<file path="config.mk">
export PLATFORM = sky130hd
export DESIGN_NAME = bist_scan_register_bank
export DESIGN_NICKNAME = d
export VERILOG_FILES = /design/src/rtl/bist_scan_register_bank.sv
export SDC_FILE = /design/constraint.sdc
export NUM_CORES = 1
export LEC_CHECK = 0
export CAP_MARGIN = 40
export CORE_MARGIN = 5
export CORE_UTILIZATION = 54
export CTS_CLUSTER_SIZE = 24
export DETAILED_ROUTE_END_ITERATION = 10
export GPL_ROUTABILITY_DRIVEN = 1
export PLACE_DENSITY_LB_ADDON = 0.05
export SYNTH_ARGS = -nofsm -noshare
export SYNTH_HDL_FRONTEND = slang
export SYNTH_SLANG_ARGS = --single-unit
</file>
<file path="constraint.sdc">
create_clock -name CK -period 5.2 [get_ports CK]
set_clock_uncertainty 0.1 [all_clocks]
set_input_delay 0.78 -clock CK [delete_from_list [all_inputs] [get_ports CK]]
set_output_delay 0.78 -clock CK [all_outputs]
set_load 0.05 [all_outputs]
</file>
<file path="src/rtl/bist_scan_register_bank.sv">
// State-register bank with capture, scan shift and MISR update modes plus a
// self-timed BIST session that compacts NPAT cycles and compares to GOLDEN.
module bist_scan_register_bank #(
  parameter int              WIDTH  = 19,
  parameter logic [WIDTH-1:0] POLY   = 19'h40023,
  parameter logic [WIDTH-1:0] SEED   = 19'h00001,
  parameter int              NPAT   = 256,
  parameter logic [WIDTH-1:0] GOLDEN = 19'h00000,
  localparam int             CW     = $clog2(NPAT + 1)
) (
  input  logic             CK,
  input  logic             RST,
  input  logic [1:0]       MODE,
  input  logic             START,
  input  logic [WIDTH-1:0] D,
  input  logic             SI,
  output logic [WIDTH-1:0] Q,
  output logic             SO,
  output logic             BUSY,
  output logic             DONE,
  output logic             PASS,
  output logic [CW-1:0]    CNT
);

  typedef enum logic [1:0] {
    ST_IDLE = 2'd0,
    ST_RUN  = 2'd1,
    ST_DONE = 2'd2
  } state_t;

  localparam logic [CW-1:0] CNT_ZERO = CW'(0);
  localparam logic [CW-1:0] CNT_ONE  = CW'(1);
  localparam logic [CW-1:0] CNT_LAST = CW'(NPAT - 1);

  state_t           state_r, state_nxt_s;
  logic [WIDTH-1:0] q_r, q_nxt_s, misr_s;
  logic [CW-1:0]    cnt_r, cnt_nxt_s;
  logic             busy_r, done_r, pass_r;
  logic             done_nxt_s, pass_nxt_s, busy_nxt_s;

  function automatic logic misr_fb(input logic [WIDTH-1:0] q, input logic [WIDTH-1:0] poly);
    return ^(q & poly);
  endfunction

  function automatic logic [WIDTH-1:0] misr_step(input logic [WIDTH-1:0] q, input logic [WIDTH-1:0] d);
    return {q[WIDTH-2:0], misr_fb(q, POLY)} ^ d;
  endfunction

  function automatic logic [WIDTH-1:0] mode_update(input logic [1:0] mode, input logic [WIDTH-1:0] q,
                                                   input logic [WIDTH-1:0] d, input logic si);
    logic [WIDTH-1:0] r;
    case (mode)
      2'b00:   r = d;
      2'b01:   r = {q[WIDTH-2:0], si};
      2'b10:   r = misr_step(q, d);
      2'b11:   r = q;
      default: r = q;
    endcase
    return r;
  endfunction

  assign misr_s = misr_step(q_r, D);

  // FSM state register
  always_ff @(posedge CK or posedge RST) begin
    if (RST) begin
      state_r <= ST_IDLE;
    end else begin
      state_r <= state_nxt_s;
    end
  end

  // FSM next-state decode; the final pattern edge leaves RUN
  always_comb begin
    state_nxt_s = state_r;
    case (state_r)
      ST_IDLE, ST_DONE: begin
        if (START) begin
          state_nxt_s = ST_RUN;
        end else begin
          state_nxt_s = state_r;
        end
      end
      ST_RUN: begin
        if (cnt_r == CNT_LAST) begin
          state_nxt_s = ST_DONE;
        end else begin
          state_nxt_s = ST_RUN;
        end
      end
      default: state_nxt_s = ST_IDLE;
    endcase
  end

  // Datapath/flag next values; START in IDLE/DONE overrides MODE
  always_comb begin
    q_nxt_s    = q_r;
    cnt_nxt_s  = cnt_r;
    done_nxt_s = done_r;
    pass_nxt_s = pass_r;
    case (state_r)
      ST_IDLE, ST_DONE: begin
        if (START) begin
          q_nxt_s    = SEED;
          cnt_nxt_s  = CNT_ZERO;
          done_nxt_s = 1'b0;
          pass_nxt_s = 1'b0;
        end else begin
          q_nxt_s    = mode_update(MODE, q_r, D, SI);
        end
      end
      ST_RUN: begin
        q_nxt_s   = misr_s;
        cnt_nxt_s = cnt_r + CNT_ONE;
        if (cnt_r == CNT_LAST) begin
          done_nxt_s = 1'b1;
          pass_nxt_s = (misr_s == GOLDEN);
        end else begin
          done_nxt_s = 1'b0;
          pass_nxt_s = 1'b0;
        end
      end
      default: begin
        q_nxt_s    = '0;
        cnt_nxt_s  = CNT_ZERO;
        done_nxt_s = 1'b0;
        pass_nxt_s = 1'b0;
      end
    endcase
    busy_nxt_s = (state_nxt_s == ST_RUN);
  end

  // Registered datapath and status outputs
  always_ff @(posedge CK or posedge RST) begin
    if (RST) begin
      q_r    <= '0;
      cnt_r  <= CNT_ZERO;
      busy_r <= 1'b0;
      done_r <= 1'b0;
      pass_r <= 1'b0;
    end else begin
      q_r    <= q_nxt_s;
      cnt_r  <= cnt_nxt_s;
      busy_r <= busy_nxt_s;
      done_r <= done_nxt_s;
      pass_r <= pass_nxt_s;
    end
  end

  assign Q    = q_r;
  assign SO   = q_r[WIDTH-1];
  assign BUSY = busy_r;
  assign DONE = done_r;
  assign PASS = pass_r;
  assign CNT  = cnt_r;

endmodule

</file>
==> results.py, run 1 <==
metrics = {
    "critical_path": {
        "critPathSlowestCell": "ha_1",
        "cp_slowest_stage_delay_ns": 0.71,
        "startpoint": "MODE[0]",
        "cp.buffers_inverters": 3,
        "cpLargestDelayFamily": "buffers and inverters",
        "r2r-start": "CNT[0]",
        "path_class": "input pin to flop",
        "crit_required_ns": 5.29,
        "cp.arrival_ns": 3.34,
        "cp-start-kind": "input pin",
        "crit_fanout": 21,
        "cp_cell_sequence": "clkdlybuf4s50_1, inv_1, ha_1, clkinv_1, o211ai_1, a31oi_1, a21o_1",
        "endpoint_kind": "flop",
    },
    "die": {
        "rows": 24,
        "initial_core_util_pct": 54.7,
        "die_h_um": 75.7,
        "die_w_um": 75.7,
        "ios": 57,
        "core_area_um2": 4260,
        "die_area_um2": 5740,
    },
    "timing": {
        "hold_violations": 0,
        "tns_ns": 0,
        "worstMarginPinSlew_ns": 0.885,
        "setup_viol": 0,
        "relSlewSlack_pct": 41.0,
        "finalMaxSlewViolations": 0,
        "rsz0062_at_grt": "false",
        "fmax_mhz": 307,
        "fin_crit_sh_pct": 62.7,
        "finalCriticalPeriod_ns": 3.26,
    },
    "clock_tree": {
        "htree_levels": 2,
        "root_buffer": "clkbuf_8",
        "numCtsBuffers": 5,
        "clk_latency_ns": 0.29,
        "ctsResizeCount": 0,
        "clock_sinks": 33,
        "cts_post_setup_buffers_inserted": 0,
        "clk_path_buf_depth": 2,
        "clkTransAtPathRegs_ns": 0.07,
        "cts_tree": "done",
        "hold_buffers": 0,
    },
    "placed_design": {
        "dpl.cell_count": 358,
        "dpl.hpwl_um": 4080,
        "place_congestion": 0.821,
        "placed_cell_area_um2": 2880,
        "port_buffers": 56,
    },
    "synth": {
        "synth.area.top_cells": "dfrtp_1 (35%), o21ai_0 (8.8%), nor2b_1 (7.8%), xor2_1 (6.4%), a21o_1 (3.9%)",
        "synth_top_family_by_area": "compound AO/OA/AOI/OAI gates",
        "ys_seq_area_share_pct": 35.4,
        "synth_fp_nets": 296,
        "ys_types": 38,
        "synth.most_common_cell": "o21ai_0",
        "ys_async_sr_fraction_pct": 100,
        "synth_cells": 266,
        "synth_compound_area_share_pct": 30.0,
        "synthXorXnorAreaFrac_pct": 8.85,
        "avgSynthCellArea_um2": 8.77,
        "yosys.area_share.simple_pct": 16.8,
        "yosysTopAreaCellShare_pct": 35.4,
        "yosys.area_share.adder_pct": 2.68,
        "yosys-mux-area-fraction_pct": 0.965,
        "synth-edff-count": 0,
        "synth_seq_cells": 33,
        "synthTopCellsByCount": "o21ai_0 (41), dfrtp_1 (33), nor2b_1 (29)",
        "synth_area_um2": 2330,
        "synth_area_leader_cell": "dfrtp_1",
        "yosysWarnings": 0,
        "synth-main-ff-cell": "dfrtp_1",
    },
    "finish": {
        "nets": 343,
        "drive_gt1_share_pct": 4.46,
        "antennaDiodeCount": 0,
        "design_area_um2": 3000,
        "syn2layout_area_growth_pct": 28.5,
        "nFillCells": 371,
        "layout.cells.non_filler": 366,
    },
    "status": {
        "status": "finished, final reports clean",
    },
    "routing": {
        "drt-initial-drc-count": 142,
        "drt-total-wl_um": 6060,
        "vias": 2180,
        "antenna_left": 0,
        "viasPerCell": 5.96,
        "wl_per_cell_um": 16.6,
        "drc": 0,
        "drtPass1Iterations": 4,
    },
    "run": {
        "maxCapViolCount": 0,
    },
    "global_route": {
        "grt_use_total_pct": 22.4,
        "use_met1_pct": 29.1,
        "grt_pass1_wl_um": 9860,
        "groute.layer.met3.usage_pct": 5.01,
        "antenna_found_initial": 0,
        "overflow": 0,
        "met2_usage_pct": 37.2,
        "busiest_layer": "met2",
        "grt_start_max_net_pins": 34,
        "grt_pass1_vias": 2029,
    },
    "min_path": {
        "min_from": "DONE",
        "holdCritPathClass": "flop to flop",
    },
    "pwr": {
        "power_density_nw_per_um2": 578,
        "p_leak_nw": 1.19,
        "peakVddDrop_mv": 0.330,
        "power.total_mw": 1.73,
    },
}
## routing by layer
layer / part of all wire, % / wire, um
met5: 0 / 0
met4: 1.4 / 86
met3: 5.0 / 305
met2: 50 / 3020
met1: 44 / 2650
## report_power, final
group	internal [mW]	leakage, nW	total, mW	switching, mW
combinational	0.378	0.741	0.968	0.590
sequential	0.360	0.395	0.509	0.149
clock	0.156	0.0585	0.255	0.0990
total	0.894	1.19	1.73	0.838
## worst reg2reg max path, delay by kind of cell (launching register included)
kind / cells / cell delay (ns)
simple gates: 5 / 0.98
compound gates: 1 / 0.14
fa+ha+maj: 2 / 0.38
flops: 1 / 0.43
buf+inv: 1 / 0.08
## through the flow
step | util (%) | worst slack (ns) | hold slack [ns]
final | 70.3 | 1.94 | 0.393
after global routing | 70.3 | 1.79 | 0.426
after CTS | 70.3 | 1.96 | 0.390
after detailed placement | 67.6 | 1.65 | 0.374
after global placement | 67.6 | 1.73 | 0.368
after floorplan | - | 2.93 | 0.376
## registers in the layout, summed over array words and instances, names as in the netlist
signal	count
BUSY	1
CNT	9
DONE	1
PASS	1
Q	19
state_r	2
## kinds of logic after synthesis
logic type | count (synthesis)
buffers and inverters | 27
and+or+nand+nor | 70
AOI/OAI and AO/OA | 107
xor gates and xnor gates | 22
muxes | 2
DFF | 33
adders and majority gates | 5
## area by class of cell
type                            instances  area, um^2  area share, %
Multi-Input combinational cell        206        1380           46.1
Sequential cell                        33         826           27.5
Timing Repair Buffer                   58         576           19.2
Clock buffer                            7        86.3           2.88
Tap cell                               52        65.1           2.17
Inverter                                9        33.8           1.13
Clock inverter                          1        30.0           1.00
## worst paths after layout
check | to | slack (ns) | depth (start not counted)
setup / recovery | Q[1] | 1.94 | 7
hold / removal | DONE | 0.39 | 2
setup reg to reg | PASS | 3.03 | 9
hold reg to reg | DONE | 0.39 | 2
max in group asynchronous | CNT[1] | 3.91 | 3
min in group asynchronous | CNT[8] | 0.78 | 3
## cell usage in the layout (no fill, tap or decap)
master	count
bufinv_16	1
xor2_1	17
nor3_1	2
nand2b_1	6
a31oi_1	13
o21ai_0	41
o21bai_1	6
clkinv_1	1
nor2_4	1
ha_1	5
buf_4	2
clkbuf_8	6
nor2_1	7
mux2_2	2
xnor3_1	1
o211ai_1	12
o21ai_1	2
o31ai_1	1
clkbuf_1	1
a221oi_1	1
a221o_1	5
and2b_1	1
nand2_1	13
o22ai_1	4
a32o_1	5
inv_2	1
nor4_1	4
xnor2_1	4
and2b_2	1
a22o_1	3
and3_1	3
dfrtp_1	33
clkdlybuf4s50_1	56
a21oi_1	2
inv_1	7
nor2b_1	29
a21o_1	12
nand3_1	2
nand4_1	1
Power figures use the tool's default switching activity.
==> run 2, diff against run 1 <==
CORE_UTILIZATION = 50   (was 54)
clock period = 3.35 ns   (was 5.2 ns; I/O delays follow)
==> results.py, run 2 (synthesis gave the netlist of run 1 again) <==
metrics = {
    "status": {
        "status": "finished, final reports clean",
    },
    "critical_path": {
        "cp_slowest_stage_delay_ns": 0.51,
        "endpoint_kind": "flop",
        "path_class": "input pin to flop",
        "crit_fanout": 19,
        "cp.arrival_ns": 2.46,
        "cp-start-kind": "input pin",
        "crit_required_ns": 3.43,
        "critPathSlowestCell": "clkdlybuf4s50_1",
        "cp_cell_sequence": "clkdlybuf4s50_1, inv_1, ha_1, clkinv_1, o21ai_0, a221o_1, a32o_1",
    },
    "timing": {
        "finalCriticalPeriod_ns": 2.37,
        "rsz0062_at_grt": "false",
        "worstMarginPinSlew_ns": 0.867,
        "finalMaxSlewViolations": 0,
        "relSlewSlack_pct": 42.2,
        "timing.final.ws_setup_ns": 0.975,
        "fmax_mhz": 421,
        "tns_ns": 0,
        "fin_crit_sh_pct": 70.9,
        "hold_violations": 0,
        "setup_viol": 0,
    },
    "finish": {
        "syn2layout_area_growth_pct": 29.1,
        "largest_reg_flops": 19,
        "final_common_cell": "clkdlybuf4s50_1",
        "fin_util_pct": 67.8,
        "design_area_um2": 3010,
        "antennaDiodeCount": 0,
        "drive_gt1_share_pct": 5.38,
        "final_cell_mix": "clkdlybuf4s50_1 (56), o21ai_0 (41), dfrtp_1 (33)",
        "nFillCells": 370,
        "nets": 345,
    },
    "placed_design": {
        "place_congestion": 0.803,
        "dpl.hpwl_um": 4250,
        "place_ws_ns": 0.670,
        "port_buffers": 56,
        "placed_cell_area_um2": 2900,
    },
    "routing": {
        "wl_per_cell_um": 17.0,
        "antenna_left": 0,
        "drtPass1Iterations": 4,
        "drt-total-wl_um": 6250,
        "drc": 0,
        "viasPerCell": 6.02,
        "drt-initial-drc-count": 214,
        "vias": 2217,
    },
    "clock_tree": {
        "clkTransAtPathRegs_ns": 0.07,
        "ctsResizeCount": 0,
        "numCtsBuffers": 5,
        "htree_levels": 2,
        "cts_tree": "done",
        "clk_path_buf_depth": 2,
        "cts_post_setup_buffers_inserted": 0,
        "clk_latency_ns": 0.30,
        "root_buffer": "clkbuf_8",
        "hold_buffers": 0,
        "clock_sinks": 33,
    },
    "pwr": {
        "power_density_nw_per_um2": 895,
        "peakVddDrop_mv": 0.586,
        "power.total_mw": 2.70,
        "p_leak_nw": 1.20,
    },
    "run": {
        "maxCapViolCount": 0,
    },
    "die": {
        "die_w_um": 78.3,
        "die_area_um2": 6130,
        "rows": 24,
        "die_h_um": 78.3,
        "core_area_um2": 4440,
        "initial_core_util_pct": 52.5,
        "ios": 57,
    },
    "global_route": {
        "grt_pass1_vias": 2091,
        "antenna_found_initial": 0,
        "grt_pass1_wl_um": 10200,
        "overflow": 0,
        "grt_use_total_pct": 20.9,
        "grt_start_max_net_pins": 34,
    },
    "min_path": {
        "holdCritPathClass": "flop to flop",
    },
}
[run 2: cell types whose count changed in the layout (fill, tap and decap cells not counted)]
cell | previous run | this run
clkinvlp_4 | 0 | 1
clkbuf_1 | 1 | 0
clkinv_4 | 0 | 1
buf_4 | 2 | 4
clkbuf_8 | 6 | 5
[run 2: worst paths after layout]
check,startpoint,cells after the start,slack (ns),endpoint
worst min-delay path,DONE,2,0.41,DONE
worst min register to register,DONE,2,0.41,DONE
worst max register to register,CNT[0],9,1.25,PASS
worst max-delay path,MODE[0],7,0.98,Q[15]
min in group asynchronous,RST,3,0.51,CNT[8]
max in group asynchronous,RST,3,2.33,CNT[0]
[run 2: power breakdown]
part           internal [mW]  switching, mW
Combinational          0.588          0.931
Sequential             0.558          0.225
Clock                  0.223          0.171
Total                   1.37           1.33
[run 2: layout make-up]
class	instances	area (um^2)	area share, %
clock buffers	5	68.8	2.28
clock inverters	3	46.3	1.54
inverters	9	33.8	1.12
multi-input cells	206	1380	45.9
flip-flops and latches	33	826	27.4
well taps	52	65.1	2.16
repair buffers	60	591	19.6
[run 2: worst max-delay path, delay by kind of cell]
kind | cells | cell delay [ns]
buffers and inverters | 3 | 0.89
AOI/OAI and AO/OA | 3 | 0.76
adders and majority gates | 1 | 0.31
[run 2: through the flow]
stage	hold WS [ns]	instances
global route	0.457	368
detailed placement	0.398	360
global placement	0.389	360
floorplan	0.376	266
CTS	0.415	368
finish	0.409	368
[run 2: metal layers]
metal  share of wire [%]  vias to the layer above  global-route usage (%)
li1                    -                     1063                       -
met1                  45                     1078                    27.9
met2                  48                       69                    33.0
met3                 6.0                        7                    5.15
met4                 1.2                        0                    7.69
met5                   0                        -                       0
==> run 3, diff against run 2 <==
clock period = 2.3 ns   (was 3.35 ns; I/O delays follow)
==> results.py, run 3 (synthesis gave the netlist of run 1 again) <==
metrics = {
    "timing": {
        "finalMaxSlewViolations": 0,
        "rsz0062_at_grt": "false",
        "fin_crit_sh_pct": 92.8,
        "finalCriticalPeriod_ns": 2.13,
        "fmax_mhz": 469,
        "hold_violations": 0,
        "worstMarginPinSlew_ns": 0.516,
        "timing.hold.ws_ns": 0.341,
        "timing.final.ws_setup_ns": 0.166,
        "setup_viol": 0,
        "tns_ns": 0,
        "relSlewSlack_pct": 65.5,
    },
    "placed_design": {
        "dpl.cell_count": 370,
        "place_ws_ns": 0.0321,
        "place_congestion": 0.836,
        "port_buffers": 56,
        "placed_cell_area_um2": 3000,
        "dpl.hpwl_um": 4480,
    },
    "critical_path": {
        "path_class": "flop to flop",
        "cpLargestDelayFamily": "simple AND/OR/NAND/NOR gates",
        "crit_required_ns": 2.42,
        "crit_fanout": 4,
        "reg2reg_to": "PASS",
        "cpMostUsedCell": "and3_1",
        "cp-start-kind": "flop",
        "reg2reg_depth": 9,
        "reg2reg_slack_ns": 0.17,
        "critPathSlowestCell": "dfrtp_1",
        "cp.arrival_ns": 2.25,
        "cp_slowest_stage_delay_ns": 0.40,
        "r2r-start": "CNT[1]",
        "cp.buffers_inverters": 1,
        "cp_cell_sequence": "ha_1, and3_1, and3_1, and3_1, ha_1, inv_1, nor4_1, nand3_1, o21ai_1",
        "endpoint_kind": "flop",
    },
    "pwr": {
        "p_int_mw": 2.05,
        "power_density_nw_per_um2": 1270,
        "switchingPower_mw": 1.93,
        "p_seq_share_pct": 28.6,
        "p_clk_share_pct": 14.8,
        "switching_share_pct": 48.6,
        "power.total_mw": 3.98,
        "p_leak_nw": 1.27,
        "peakVddDrop_mv": 0.913,
        "pwr-share-comb_pct": 56.5,
    },
    "finish": {
        "nets": 356,
        "syn2layout_area_growth_pct": 33.8,
        "antennaDiodeCount": 0,
        "regArea_um2": 826,
        "fin_util_pct": 70.2,
        "largest_reg_flops": 19,
        "drive_gt1_share_pct": 8.26,
        "final_cell_mix": "clkdlybuf4s50_1 (56), o21ai_0 (41), dfrtp_1 (33)",
        "nFillCells": 382,
        "multiInputGateArea_um2": 1380,
        "final_common_cell": "clkdlybuf4s50_1",
        "layout.cells.non_filler": 379,
        "design_area_um2": 3120,
    },
    "routing": {
        "drc": 0,
        "drt-total-wl_um": 6390,
        "vias": 2267,
        "drtPass1Iterations": 4,
        "viasPerCell": 5.98,
        "wl_per_cell_um": 16.9,
        "drt-initial-drc-count": 191,
        "antenna_left": 0,
    },
    "clock_tree": {
        "cts_tree": "done",
        "clock_sinks": 33,
        "hold_buffers": 0,
        "clk_latency_ns": 0.29,
        "root_buffer": "clkbuf_8",
        "clk_path_buf_depth": 2,
        "numCtsBuffers": 5,
        "htree_levels": 2,
        "clkTransAtPathRegs_ns": 0.07,
    },
    "run": {
        "maxCapViolCount": 0,
    },
    "die": {
        "die_area_um2": 6130,
        "die_h_um": 78.3,
        "ios": 57,
        "initial_core_util_pct": 52.5,
        "core_area_um2": 4440,
        "rows": 24,
        "die_w_um": 78.3,
    },
    "global_route": {
        "grt_pass1_wl_um": 10900,
        "grt_use_total_pct": 22.1,
        "grt_start_max_net_pins": 34,
        "antenna_found_initial": 0,
        "overflow": 0,
        "grt_pass1_vias": 2244,
    },
    "status": {
        "status": "finished, final reports clean",
    },
    "min_path": {
        "holdCritPathClass": "input pin to asynchronous set/reset pin",
    },
}
## run 3: cell count changes in the layout (fill, tap and decap cells not counted)
cell        previous run  this run
buf_12                 0         2
buf_4                  4        13
clkbuf_1               0         1
clkbuf_8               5         6
clkinv_4               1         0
clkinvlp_4             1         0
## run 3: what timing repair did
| action | 4_1_cts | 5_1_grt |
|---|---|---|
| hold endpoints to repair | 0 | 0 |
| resized for setup | 0 | 0 |
| buffers inserted | 0 | 1 |
| setup endpoints to repair | 0 | 1 |
## run 3: worst register-to-register path, delay by kind of cell (launching register included)
| kind | cells | cell delay [ns] |
|---|---|---|
| adders and majority gates | 2 | 0.39 |
| buffers and inverters | 1 | 0.07 |
| AOI/OAI and AO/OA | 1 | 0.14 |
| and+or+nand+nor | 5 | 0.98 |
| DFF | 1 | 0.40 |
## run 3: power by group through the flow
stage               Combinational [mW]  Clock, mW  Sequential, mW
global placement                  2.20          0            1.14
floorplan                        0.728          0            1.89
CTS                               2.25      0.593            1.14
detailed placement                2.24          0            1.14
global route                      2.36      0.625            1.20
finish                            2.25      0.591            1.14
## run 3: worst max-delay path by stage
stage	startpoint	end	slack (ns)	depth (start not counted)
final	CNT[1]	PASS	0.17	9
after global routing	CNT[1]	PASS	0.003	9
after CTS	CNT[0]	PASS	0.16	9
after detailed placement	MODE[0]	Q[15]	0.03	7
after global placement	MODE[0]	Q[15]	0.08	7
after floorplan	CNT[0]	PASS	0.03	9
## run 3: layout make-up
cell class | count | area share [%]
tap | 52 | 2.08
timing repair buffer | 71 | 22.4
multi-input combinational | 206 | 44.3
sequential | 33 | 26.5
clock buffer | 7 | 2.77
clock inverter | 1 | 0.962
inverter | 9 | 1.08
## run 3: metal layers
metal / track usage, % / vias up / part of all wire (%)
li1: - / 1087 / -
met1: 30.4 / 1088 / 45
met2: 34.1 / 80 / 46
met3: 5.61 / 12 / 7.1
met4: 6.99 / 0 / 1.7
met5: 0 / - / 0
